===== src/rtl/seq_divider_pkg.sv =====
// Shared execute-stage types plus the divider's state, flag and sign helpers.
package seq_divider_pkg;

  localparam int unsigned XLEN  = 32;
  localparam int unsigned MAX_W = 64;

  typedef logic [XLEN-1:0] regval_t;
  typedef logic [4:0]      regind_t;
  typedef regval_t [31:0]  regfile_t;

  typedef enum logic [1:0] {
    IDLE = 2'd0,
    RUN  = 2'd1,
    DONE = 2'd2
  } div_state_t;

  typedef struct packed {
    logic div_by_zero;
    logic has_overflow;
  } div_flags_t;

  typedef logic [MAX_W-1:0] wide_t;

  // Callers pass an already sign- or zero-extended value; the MSB is the sign.
  function automatic wide_t abs_val(input wide_t value, input logic is_signed);
    return (is_signed && value[MAX_W-1]) ? wide_t'(-value) : value;
  endfunction

  function automatic wide_t apply_sign(input wide_t value, input logic negate);
    return negate ? wide_t'(-value) : value;
  endfunction

endpackage


===== src/rtl/seq_divider_if.sv =====
// Request/result handshake bundle between the pipeline and the divide unit.
interface seq_divider_if #(
  parameter int unsigned WIDTH = 32
) ();

  logic             in_valid;
  logic             in_hold;
  logic             is_signed;
  logic [WIDTH-1:0] numer;
  logic [WIDTH-1:0] denom;
  logic             flush;
  logic             out_valid;
  logic             out_hold;
  logic [WIDTH-1:0] quotient;
  logic [WIDTH-1:0] remainder;
  logic             div_by_zero;
  logic             has_overflow;

  modport master (
    output in_valid, is_signed, numer, denom, flush, out_hold,
    input  in_hold, out_valid, quotient, remainder, div_by_zero, has_overflow
  );

  modport slave (
    input  in_valid, is_signed, numer, denom, flush, out_hold,
    output in_hold, out_valid, quotient, remainder, div_by_zero, has_overflow
  );

endinterface


===== src/rtl/seq_divider_div_step.sv =====
// One restoring-division step: shift in a dividend bit, subtract if it fits.
module seq_divider_div_step #(
  parameter int unsigned WIDTH = 32
) (
  input  logic [WIDTH-1:0] part_rem,
  input  logic [WIDTH-1:0] divisor,
  input  logic             bit_in,
  output logic [WIDTH-1:0] next_rem,
  output logic             q_bit
);

  logic [WIDTH:0] shifted;
  logic [WIDTH:0] diff;
  logic           borrow;

  assign shifted         = {part_rem, bit_in};
  assign {borrow, diff}  = {1'b0, shifted} - {2'b00, divisor};
  assign q_bit           = ~borrow;
  // Partial remainder stays below the divisor, so WIDTH bits always suffice.
  assign next_rem        = WIDTH'(q_bit ? diff : shifted);

endmodule


===== src/rtl/seq_divider.sv =====
// Iterative signed/unsigned divider resolving BITS_PER_CYCLE quotient bits per cycle.
module seq_divider
  import seq_divider_pkg::*;
#(
  parameter int unsigned WIDTH          = 32,
  parameter int unsigned BITS_PER_CYCLE = 1
) (
  input logic          clock,
  input logic          reset_n,
  seq_divider_if.slave bus
);

  localparam int unsigned STEPS = WIDTH / BITS_PER_CYCLE;
  localparam int unsigned CNT_W = $clog2(STEPS + 1);
  localparam logic [1:0]  S_IDLE = IDLE;
  localparam logic [1:0]  S_RUN  = RUN;
  localparam logic [1:0]  S_DONE = DONE;
  localparam logic [WIDTH-1:0] MOST_NEG = {1'b1, {(WIDTH-1){1'b0}}};

  if (WIDTH < 4 || WIDTH > MAX_W || (WIDTH % BITS_PER_CYCLE) != 0) begin : g_bad_params
    $error("seq_divider: WIDTH must be 4..64 and a multiple of BITS_PER_CYCLE");
  end

  logic [1:0]       state_q, state_d;
  logic [CNT_W-1:0] cnt_q, cnt_d;
  logic [WIDTH-1:0] rem_q, rem_d, quo_q, quo_d, dvsr_q, dvsr_d;
  logic             q_neg_q, q_neg_d, r_neg_q, r_neg_d;
  logic             out_valid_q, out_valid_d;
  logic [WIDTH-1:0] quotient_q, quotient_d, remainder_q, remainder_d;
  div_flags_t       flags_q, flags_d;
  logic             take;

  // Accept-side operand preparation
  wide_t            numer_ext, denom_ext;
  logic [WIDTH-1:0] numer_mag, denom_mag;
  logic             denom_zero, signed_ovf;

  assign numer_ext  = bus.is_signed ? wide_t'(signed'(bus.numer)) : wide_t'(bus.numer);
  assign denom_ext  = bus.is_signed ? wide_t'(signed'(bus.denom)) : wide_t'(bus.denom);
  assign numer_mag  = WIDTH'(abs_val(numer_ext, bus.is_signed));
  assign denom_mag  = WIDTH'(abs_val(denom_ext, bus.is_signed));
  assign denom_zero = (bus.denom == '0);
  assign signed_ovf = bus.is_signed && (bus.numer == MOST_NEG) && (bus.denom == '1);

  // Chain of restoring steps; step 0 consumes the most significant pending bit
  logic [WIDTH-1:0]          chain [BITS_PER_CYCLE+1];
  logic [BITS_PER_CYCLE-1:0] qbits;
  logic [WIDTH-1:0]          rem_step, quo_step;

  assign chain[0] = rem_q;
  for (genvar k = 0; k < BITS_PER_CYCLE; k++) begin : g_step
    seq_divider_div_step #(.WIDTH(WIDTH)) u_step (
      .part_rem (chain[k]),
      .divisor  (dvsr_q),
      .bit_in   (quo_q[WIDTH-1-k]),
      .next_rem (chain[k+1]),
      .q_bit    (qbits[BITS_PER_CYCLE-1-k])
    );
  end
  assign rem_step = chain[BITS_PER_CYCLE];
  assign quo_step = (quo_q << BITS_PER_CYCLE) | WIDTH'(qbits);

  // Next-state and next-output logic
  always_comb begin
    state_d     = state_q;
    cnt_d       = cnt_q;
    rem_d       = rem_q;
    quo_d       = quo_q;
    dvsr_d      = dvsr_q;
    q_neg_d     = q_neg_q;
    r_neg_d     = r_neg_q;
    out_valid_d = out_valid_q;
    quotient_d  = quotient_q;
    remainder_d = remainder_q;
    flags_d     = flags_q;
    take        = 1'b0;

    case (state_q)
      S_IDLE: take = bus.in_valid;
      S_RUN: begin
        rem_d = rem_step;
        quo_d = quo_step;
        cnt_d = cnt_q - CNT_W'(1);
        if (cnt_q == CNT_W'(1)) begin
          state_d     = S_DONE;
          out_valid_d = 1'b1;
          quotient_d  = WIDTH'(apply_sign(wide_t'(quo_step), q_neg_q));
          remainder_d = WIDTH'(apply_sign(wide_t'(rem_step), r_neg_q));
          flags_d     = '0;
        end
      end
      S_DONE: begin
        if (!bus.out_hold) begin
          state_d     = S_IDLE;
          out_valid_d = 1'b0;
          take        = bus.in_valid;
        end
      end
      default: state_d = S_IDLE;
    endcase

    if (take && !bus.flush) begin
      if (denom_zero) begin
        state_d              = S_DONE;
        out_valid_d          = 1'b1;
        quotient_d           = '1;
        remainder_d          = bus.numer;
        flags_d.div_by_zero  = 1'b1;
        flags_d.has_overflow = 1'b1;
      end else if (signed_ovf) begin
        state_d              = S_DONE;
        out_valid_d          = 1'b1;
        quotient_d           = bus.numer;
        remainder_d          = '0;
        flags_d.div_by_zero  = 1'b0;
        flags_d.has_overflow = 1'b1;
      end else begin
        state_d     = S_RUN;
        out_valid_d = 1'b0;
        cnt_d       = CNT_W'(STEPS);
        rem_d       = '0;
        quo_d       = numer_mag;
        dvsr_d      = denom_mag;
        q_neg_d     = bus.is_signed & (bus.numer[WIDTH-1] ^ bus.denom[WIDTH-1]);
        r_neg_d     = bus.is_signed & bus.numer[WIDTH-1];
      end
    end

    if (bus.flush) begin
      state_d     = S_IDLE;
      out_valid_d = 1'b0;
    end
  end

  always_ff @(posedge clock or negedge reset_n) begin
    if (!reset_n) begin
      state_q     <= S_IDLE;
      cnt_q       <= '0;
      rem_q       <= '0;
      quo_q       <= '0;
      dvsr_q      <= '0;
      q_neg_q     <= 1'b0;
      r_neg_q     <= 1'b0;
      out_valid_q <= 1'b0;
      quotient_q  <= '0;
      remainder_q <= '0;
      flags_q     <= '0;
    end else begin
      state_q     <= state_d;
      cnt_q       <= cnt_d;
      rem_q       <= rem_d;
      quo_q       <= quo_d;
      dvsr_q      <= dvsr_d;
      q_neg_q     <= q_neg_d;
      r_neg_q     <= r_neg_d;
      out_valid_q <= out_valid_d;
      quotient_q  <= quotient_d;
      remainder_q <= remainder_d;
      flags_q     <= flags_d;
    end
  end

  assign bus.in_hold      = (state_q == S_RUN) || ((state_q == S_DONE) && bus.out_hold);
  assign bus.out_valid    = out_valid_q;
  assign bus.quotient     = quotient_q;
  assign bus.remainder    = remainder_q;
  assign bus.div_by_zero  = flags_q.div_by_zero;
  assign bus.has_overflow = flags_q.has_overflow;

endmodule


===== src/flat_wrapper.sv =====
// flat-port wrapper written by rule: the top's interface ports become plain ports
module seq_divider_flat import seq_divider_pkg::*;
#(
  parameter int unsigned WIDTH          = 32,
  parameter int unsigned BITS_PER_CYCLE = 1
)
  (clock, reset_n, bus_in_valid, bus_is_signed, bus_numer, bus_denom, bus_flush, bus_out_hold, bus_in_hold, bus_out_valid, bus_quotient, bus_remainder, bus_div_by_zero, bus_has_overflow);
  seq_divider_if #(.WIDTH(WIDTH)) bus_i ();
  input logic clock;
  input logic reset_n;
  input wire logic [$bits(bus_i.in_valid)-1:0] bus_in_valid;
  input wire logic [$bits(bus_i.is_signed)-1:0] bus_is_signed;
  input wire logic [$bits(bus_i.numer)-1:0] bus_numer;
  input wire logic [$bits(bus_i.denom)-1:0] bus_denom;
  input wire logic [$bits(bus_i.flush)-1:0] bus_flush;
  input wire logic [$bits(bus_i.out_hold)-1:0] bus_out_hold;
  output wire logic [$bits(bus_i.in_hold)-1:0] bus_in_hold;
  output wire logic [$bits(bus_i.out_valid)-1:0] bus_out_valid;
  output wire logic [$bits(bus_i.quotient)-1:0] bus_quotient;
  output wire logic [$bits(bus_i.remainder)-1:0] bus_remainder;
  output wire logic [$bits(bus_i.div_by_zero)-1:0] bus_div_by_zero;
  output wire logic [$bits(bus_i.has_overflow)-1:0] bus_has_overflow;
  assign bus_i.in_valid = bus_in_valid;
  assign bus_i.is_signed = bus_is_signed;
  assign bus_i.numer = bus_numer;
  assign bus_i.denom = bus_denom;
  assign bus_i.flush = bus_flush;
  assign bus_i.out_hold = bus_out_hold;
  assign bus_in_hold = bus_i.in_hold;
  assign bus_out_valid = bus_i.out_valid;
  assign bus_quotient = bus_i.quotient;
  assign bus_remainder = bus_i.remainder;
  assign bus_div_by_zero = bus_i.div_by_zero;
  assign bus_has_overflow = bus_i.has_overflow;
  seq_divider #(.WIDTH(WIDTH), .BITS_PER_CYCLE(BITS_PER_CYCLE)) u_core (.clock(clock), .reset_n(reset_n), .bus(bus_i));
endmodule

===== config.mk =====
export PLATFORM = sky130hd
export DESIGN_NAME = seq_divider_flat
export DESIGN_NICKNAME = d
export VERILOG_FILES = /design/src/rtl/seq_divider_pkg.sv /design/src/rtl/seq_divider_if.sv /design/src/rtl/seq_divider_div_step.sv /design/src/rtl/seq_divider.sv /design/src/flat_wrapper.sv
export SDC_FILE = /design/constraint.sdc
export NUM_CORES = 1
export LEC_CHECK = 0
export ABC_AREA = 1
export CELL_PAD_IN_SITES_DETAIL_PLACEMENT = 0
export CELL_PAD_IN_SITES_GLOBAL_PLACEMENT = 2
export CORE_MARGIN = 5
export CORE_UTILIZATION = 34
export DETAILED_ROUTE_END_ITERATION = 8
export GPL_ROUTABILITY_DRIVEN = 0
export PLACE_DENSITY_LB_ADDON = 0.2
export SETUP_SLACK_MARGIN = 0.1
export SLEW_MARGIN = 10
export SYNTH_ARGS = -nofsm -noshare
export SYNTH_HDL_FRONTEND = slang
export SYNTH_HIERARCHICAL = 1
export SYNTH_SLANG_ARGS = --single-unit

===== constraint.sdc =====
create_clock -name clock -period 5.3 [get_ports clock]
set_input_delay 1.325 -clock clock [delete_from_list [all_inputs] [get_ports clock]]
set_output_delay 1.325 -clock clock [all_outputs]
set_load 0.01 [all_outputs]

==> results of run 1 <==
critical path, stage by stage (launching register included):
cell	delay, ps
dfrtp_1	390
inv_1	150
ha_4	370
clkinv_1	600
nand2_1	240
clkdlybuf4s50_1	560
Yosys cell counts, drive strengths merged:
cell / n / area [sq um]
nor2: 274 / 1090
nor4: 1 / 6.26
and3: 1 / 6.26
or2: 13 / 81.3
o21a: 1 / 7.51
fa: 1 / 20.0
xor2: 68 / 596
o22ai: 10 / 62.6
a21oi: 51 / 259
nand2: 850 / 3240
ha: 43 / 538
nand3: 232 / 1240
a31oi: 13 / 113
nand3b: 8 / 60.1
nor3: 22 / 110
mux2i: 2 / 20.0
nand4: 30 / 203
o31ai: 1 / 7.51
o211ai: 46 / 345
dfrtp: 173 / 4330
buf: 51 / 394
clkinv: 2 / 7.51
o21ai: 151 / 756
clkbuf: 31 / 116
and2: 10 / 62.6
nor3b: 1 / 7.51
o21bai: 1 / 7.51
xnor2: 12 / 105
inv: 342 / 1290
routing by layer:
| layer | GRT usage, % | vias up | share of wire [%] |
|---|---|---|---|
| li1 | - | 7879 | - |
| met1 | 35.7 | 7388 | 48 |
| met2 | 36.5 | 472 | 43 |
| met3 | 6.24 | 41 | 7.8 |
| met4 | 5.09 | 0 | 1.4 |
| met5 | 0 | - | 0 |
through the flow:
step | setup WS [ps] | power (mW)
after floorplan | 2250 | 7.67
after global placement | 926 | 10.2
after detailed placement | 998 | 10.2
after CTS | 1100 | 11.5
after global routing | 899 | 12.6
final | 1180 | 11.5
layout by cell type (no fill, tap or decap), types with 17 or more instances in the layout:
| master | count |
|---|---|
| o21ai_1 | 20 |
| o211ai_1 | 46 |
| nand4_1 | 29 |
| ha_1 | 42 |
| a21oi_1 | 50 |
| nor3_1 | 22 |
| o21ai_0 | 131 |
| clkbuf_16 | 17 |
| nor2_1 | 253 |
| nor2_2 | 17 |
| nand2_1 | 841 |
| clkdlybuf4s50_1 | 136 |
| inv_1 | 333 |
| nand3_1 | 217 |
| xor2_1 | 68 |
| dfrtp_1 | 173 |
flip-flops by register name (all words and copies together) (netlist names):
| register | count |
|---|---|
| u_core/bus.div_by_zero | 1 |
| u_core/cnt_q | 6 |
| u_core/q_neg_q | 1 |
| u_core/dvsr_q | 32 |
| u_core/bus.quotient | 32 |
| u_core/bus.has_overflow | 1 |
| u_core/quo_q | 32 |
| u_core/bus.remainder | 32 |
| u_core/bus.out_valid | 1 |
| u_core/r_neg_q | 1 |
| u_core/rem_q | 32 |
| u_core/state_q | 2 |
cell type report:
type	instances	area, sq um
fillers	4905	26600
multi-input cells	1842	8970
flip-flops and latches	173	4330
repair buffers	151	1490
inverters	344	1290
well taps	592	741
clock buffers	19	443
clock inverters	13	120
diodes	2	5.00
power breakdown:
group / leakage [nW] / internal (mW) / total (mW) / switching [mW]
Clock: 0.278 / 0.632 / 1.26 / 0.632
Combinational: 6.30 / 2.50 / 7.86 / 5.37
Sequential: 2.09 / 1.83 / 2.34 / 0.513
logic make-up after synthesis:
logic type | after synthesis
buf+inv | 426
xor+xnor | 80
flops | 173
fa+ha+maj | 44
mux | 2
compound gates | 274
simple gates | 1442
final timing paths:
kind / startpoint / end / cells after the start
hold reg to reg: u_core/dvsr_q[26] / u_core/dvsr_q[26] / 2
setup reg to reg: u_core/rem_q[27] / u_core/bus.quotient[28] / 18
hold / removal: u_core/dvsr_q[26] / u_core/dvsr_q[26] / 2
max in group asynchronous: reset_n / u_core/quo_q[11] / 2
min in group asynchronous: reset_n / u_core/dvsr_q[22] / 1
setup / recovery: u_core/state_q[1] / bus_in_hold / 5
==> metrics.txt, run 1 <==
IO Port Bufs 137; Seq/Total Area, Yosys 28.7%; Final Hold Slack 483 ps; Design Area, Final 17,400 sq um; mux share of post-synthesis cell area 0.133%; Vias/cell 5.03; mapped cell area 15,100 sq um; Setup crit end kind primary output; total vias in the final route 15,780; I/O pins 138; Worst Path Arrival 2790 ps; Core Area 44,000 sq um; final WL 59,600 um; syn_nets 2,555; Worst Skew 15.7 ps; xor and xnor area share after synthesis 4.65%; initial core utilization 34.3%; cell count after synthesis 2,441; Finished Layout Cells 3,136; total gr overflow 0; post-synthesis compound-gate area fraction 10.3%; final period utilization 77.6%; Req. time, crit path 3970 ps; first-pass GRT wire length 89,600 um; cell count after placement 3,102; row cnt 77; Slew @ Worst Pin 961 ps; initial antenna violation count 5; Final Critical Period 4120 ps; vias in the first global route 14,982; Synth cell types 46; Final Hold Fails 0; DRC 0; max cap viols 0; # clock sinks 173; share of layout cells above drive strength 1 4.76%; TritonCTS clock tree built; status finished, final reports clean; Pwr per Cell Area 659 nW/um^2; clk buf depth 2; ANT nets after route 0; Final Slew Violations 0; RSZ-0062 raised after global routing false; Setup Fix Bufs, Post-CTS 0; R2R setup slack 1190 ps; Die ar. 48,700 sq um; Post-layout nets 2,643; Placed Area 16,800 sq um; CTS H-tree lvls 4; Slew HR 35.9%; total negative setup slack 0 ps; Post-Syn Area per Cell 6.18 sq um; Crit Path Max Fanout 34; Clock Pin Slew Worst Setup and Hold Paths 80 ps; Pleak 8.67 nW; kind of critical path flop to primary output; Max Fclk 243 MHz; Ys Warns 6; PostCTS Resize Cnt 0; largest net degree at the start of global routing 99; die height 221 um; root buf cell clkbuf_16; worst skew pair latency 480 ps; IR drop worst, VDD 0.000309 V; GRT Total Usage 24.4%; startpoint types flop; hold_buf cts 0; WL/cell 19.0 um; first-iteration detailed-routing DRC count 1,379; HPWL Detailed 47,400 um; Synth Register Bits 173; cts bufs inserted 17; first-pass detailed-route iteration total 5; chip width 221 um; min-delay worst type flop to flop; Adder-Cell Fraction of Synth Area 3.70%; synthesis-to-finish area growth 15.4%; Layout Utilization 39.5%; Final Setup Violations 0; simple logic cell fraction of the synthesized area 40.5%; largest family of logic cells by synthesized area simple AND/OR/NAND/NOR gates
Power figures use the tool's default switching activity.
==> run 2: changes to the inputs <==
CORE_UTILIZATION = 32   (was 34)
clock period = 3.9 ns   (was 5.3 ns; I/O delays follow)
==> metrics.txt, run 2 (synthesis results as in run 1) <==
worst-case reg-to-reg path depth 23; startpoint types flop; clk buf depth 2; commonest non-fill, non-tap cell in the layout nand2_1; Setup crit end kind flop; Critical R2R Capture u_core/bus.remainder[25]; TritonCTS clock tree built; ANT nets after route 0; Final Hold Fails 0; first-pass detailed-route iteration total 8; first-iteration detailed-routing DRC count 1,332; Crit Path Max Fanout 17; share of layout cells above drive strength 1 6.58%; I/O pins 138; met3 Usage GRT 5.15%; Pleak 8.80 nW; Worst Skew 15.7 ps; chip width 227 um; final WL 60,900 um; WL/cell 19.2 um; worst skew pair latency 480 ps; IR drop worst, VDD 0.000388 V; Worst Path Arrival 3970 ps; # clock sinks 173; Req. time, crit path 4260 ps; cts bufs inserted 17; Final Critical Period 3610 ps; total gr overflow 0; initial antenna violation count 1; total vias in the final route 15,948; RSZ-0062 raised after global routing false; largest net degree at the start of global routing 98; vias in the first global route 15,032; Slew HR 28.8%; hold_buf cts 0; CTS H-tree lvls 4; Layout Utilization 38.1%; Die ar. 51,600 sq um; most frequent cells in the layout nand2_1 (838), inv_1 (330), nor2_1 (245), nand3_1 (216), dfrtp_1 (173); GRT Total Usage 23.5%; final period utilization 92.5%; row cnt 79; Ant. Diodes 0; min-delay worst type input pin to asynchronous set/reset pin; DRC 0; Final Setup Violations 0; critical path cell sequence inv_1 > ha_1 > nand2_1 > inv_1 > nand2_1 > nand2_1 > nand2_1 > nand2_1 > inv_1 > nand2_2 > nand2_8 > nand2_8 > buf_4 > nand3_2 > nand2_1 > nor2_1 > nand2_1 > nor2_1 > nand4_1 > nand3_1 > nand3_1 > nand2_1 > nand2_1; first-pass GRT wire length 91,800 um; CP peak stage delay 380 ps; IO Port Bufs 137; kind of critical path flop to flop; Pwr per Cell Area 912 nW/um^2; status finished, final reports clean; met1 Track Usage GR 35.4%; synthesis-to-finish area growth 17.6%; Clock Pin Slew Worst Setup and Hold Paths 70 ps; FILL cells 5,126; max cap viols 0; grt peak-use layer met1; HPWL Detailed 48,900 um; total negative setup slack 0 ps; Vias/cell 5.02; Slew @ Worst Pin 1070 ps; Max Fclk 277 MHz; R2R setup slack 290 ps; initial core utilization 32.4%; CP most frequent cell nand2_1; Worst R2R Start u_core/dvsr_q[11]; met2 GRT Util 34.5%; Post-layout nets 2,668; critical path's slowest cell dfrtp_1; Final Slew Violations 0; Core Area 46,600 sq um; die height 227 um; root buf cell clkbuf_16
==> run 2: repair_timing <==
item,4_1_cts,5_1_grt
buffers inserted,0,0
setup endpoints to repair,0,21
gates resized for setup,0,25
==> run 2: report_power, final <==
group	leakage [nW]	total, mW	switching [mW]	internal [mW]
sequential	2.09	3.24	0.755	2.49
clock	0.296	1.82	0.855	0.966
combinational	6.41	11.1	7.48	3.63
==> run 2: worst max path at each step <==
stage                     cells past startpoint  slack, ps         startpoint                       end
after global placement                       12        230       bus_numer[0]         u_core/dvsr_q[28]
after floorplan                              23        850   u_core/rem_q[18]  u_core/bus.remainder[22]
final                                        23        290  u_core/dvsr_q[11]  u_core/bus.remainder[25]
after detailed placement                     12        240       bus_numer[0]         u_core/dvsr_q[28]
after CTS                                    23        210   u_core/rem_q[10]   u_core/bus.quotient[12]
after global routing                         25        100  u_core/dvsr_q[19]  u_core/bus.remainder[23]
==> run 2: layout make-up <==
| cell class | instances | area (sq um) | area share (%) |
|---|---|---|---|
| Clock buffer | 17 | 425 | 2.40 |
| Clock inverter | 15 | 171 | 0.967 |
| Inverter | 344 | 1290 | 7.30 |
| Multi-Input combinational cell | 1843 | 9070 | 51.1 |
| Sequential cell | 173 | 4330 | 24.4 |
| Tap cell | 607 | 759 | 4.28 |
| Timing Repair Buffer | 175 | 1690 | 9.50 |
==> run 2: per-layer routing <==
layer,vias to the layer above,wire [um]
met5,-,0
met4,0,1030
li1,7950,-
met2,474,25900
met1,7476,30000
met3,48,4000
==> run 2: metrics by stage <==
stage	power, mW	hold WS, ps	setup WS [ps]	instances	area (sq um)
floorplan	10.4	449	848	2441	15100
global placement	14.2	466	230	3141	17000
detailed placement	14.1	470	244	3141	17000
CTS	16.0	438	211	3173	17600
global route	17.7	462	96.6	3174	17700
finish	16.2	449	292	3174	17700
==> run 2: critical path, delay by kind of cell, from the launching register on <==
family | cells | cell delay [ps]
DFF | 1 | 380
buffers and inverters | 4 | 480
adders and majority gates | 1 | 320
and+or+nand+nor | 18 | 2300
==> run 3: changes to the inputs <==
CTS_CLUSTER_DIAMETER = 200   (was not set)
CTS_CLUSTER_SIZE = 12   (was not set)
SLEW_MARGIN = not set   (was 10)
==> results of run 3 <==
The final DEF is identical to that of run 2; final timing and power are the same.
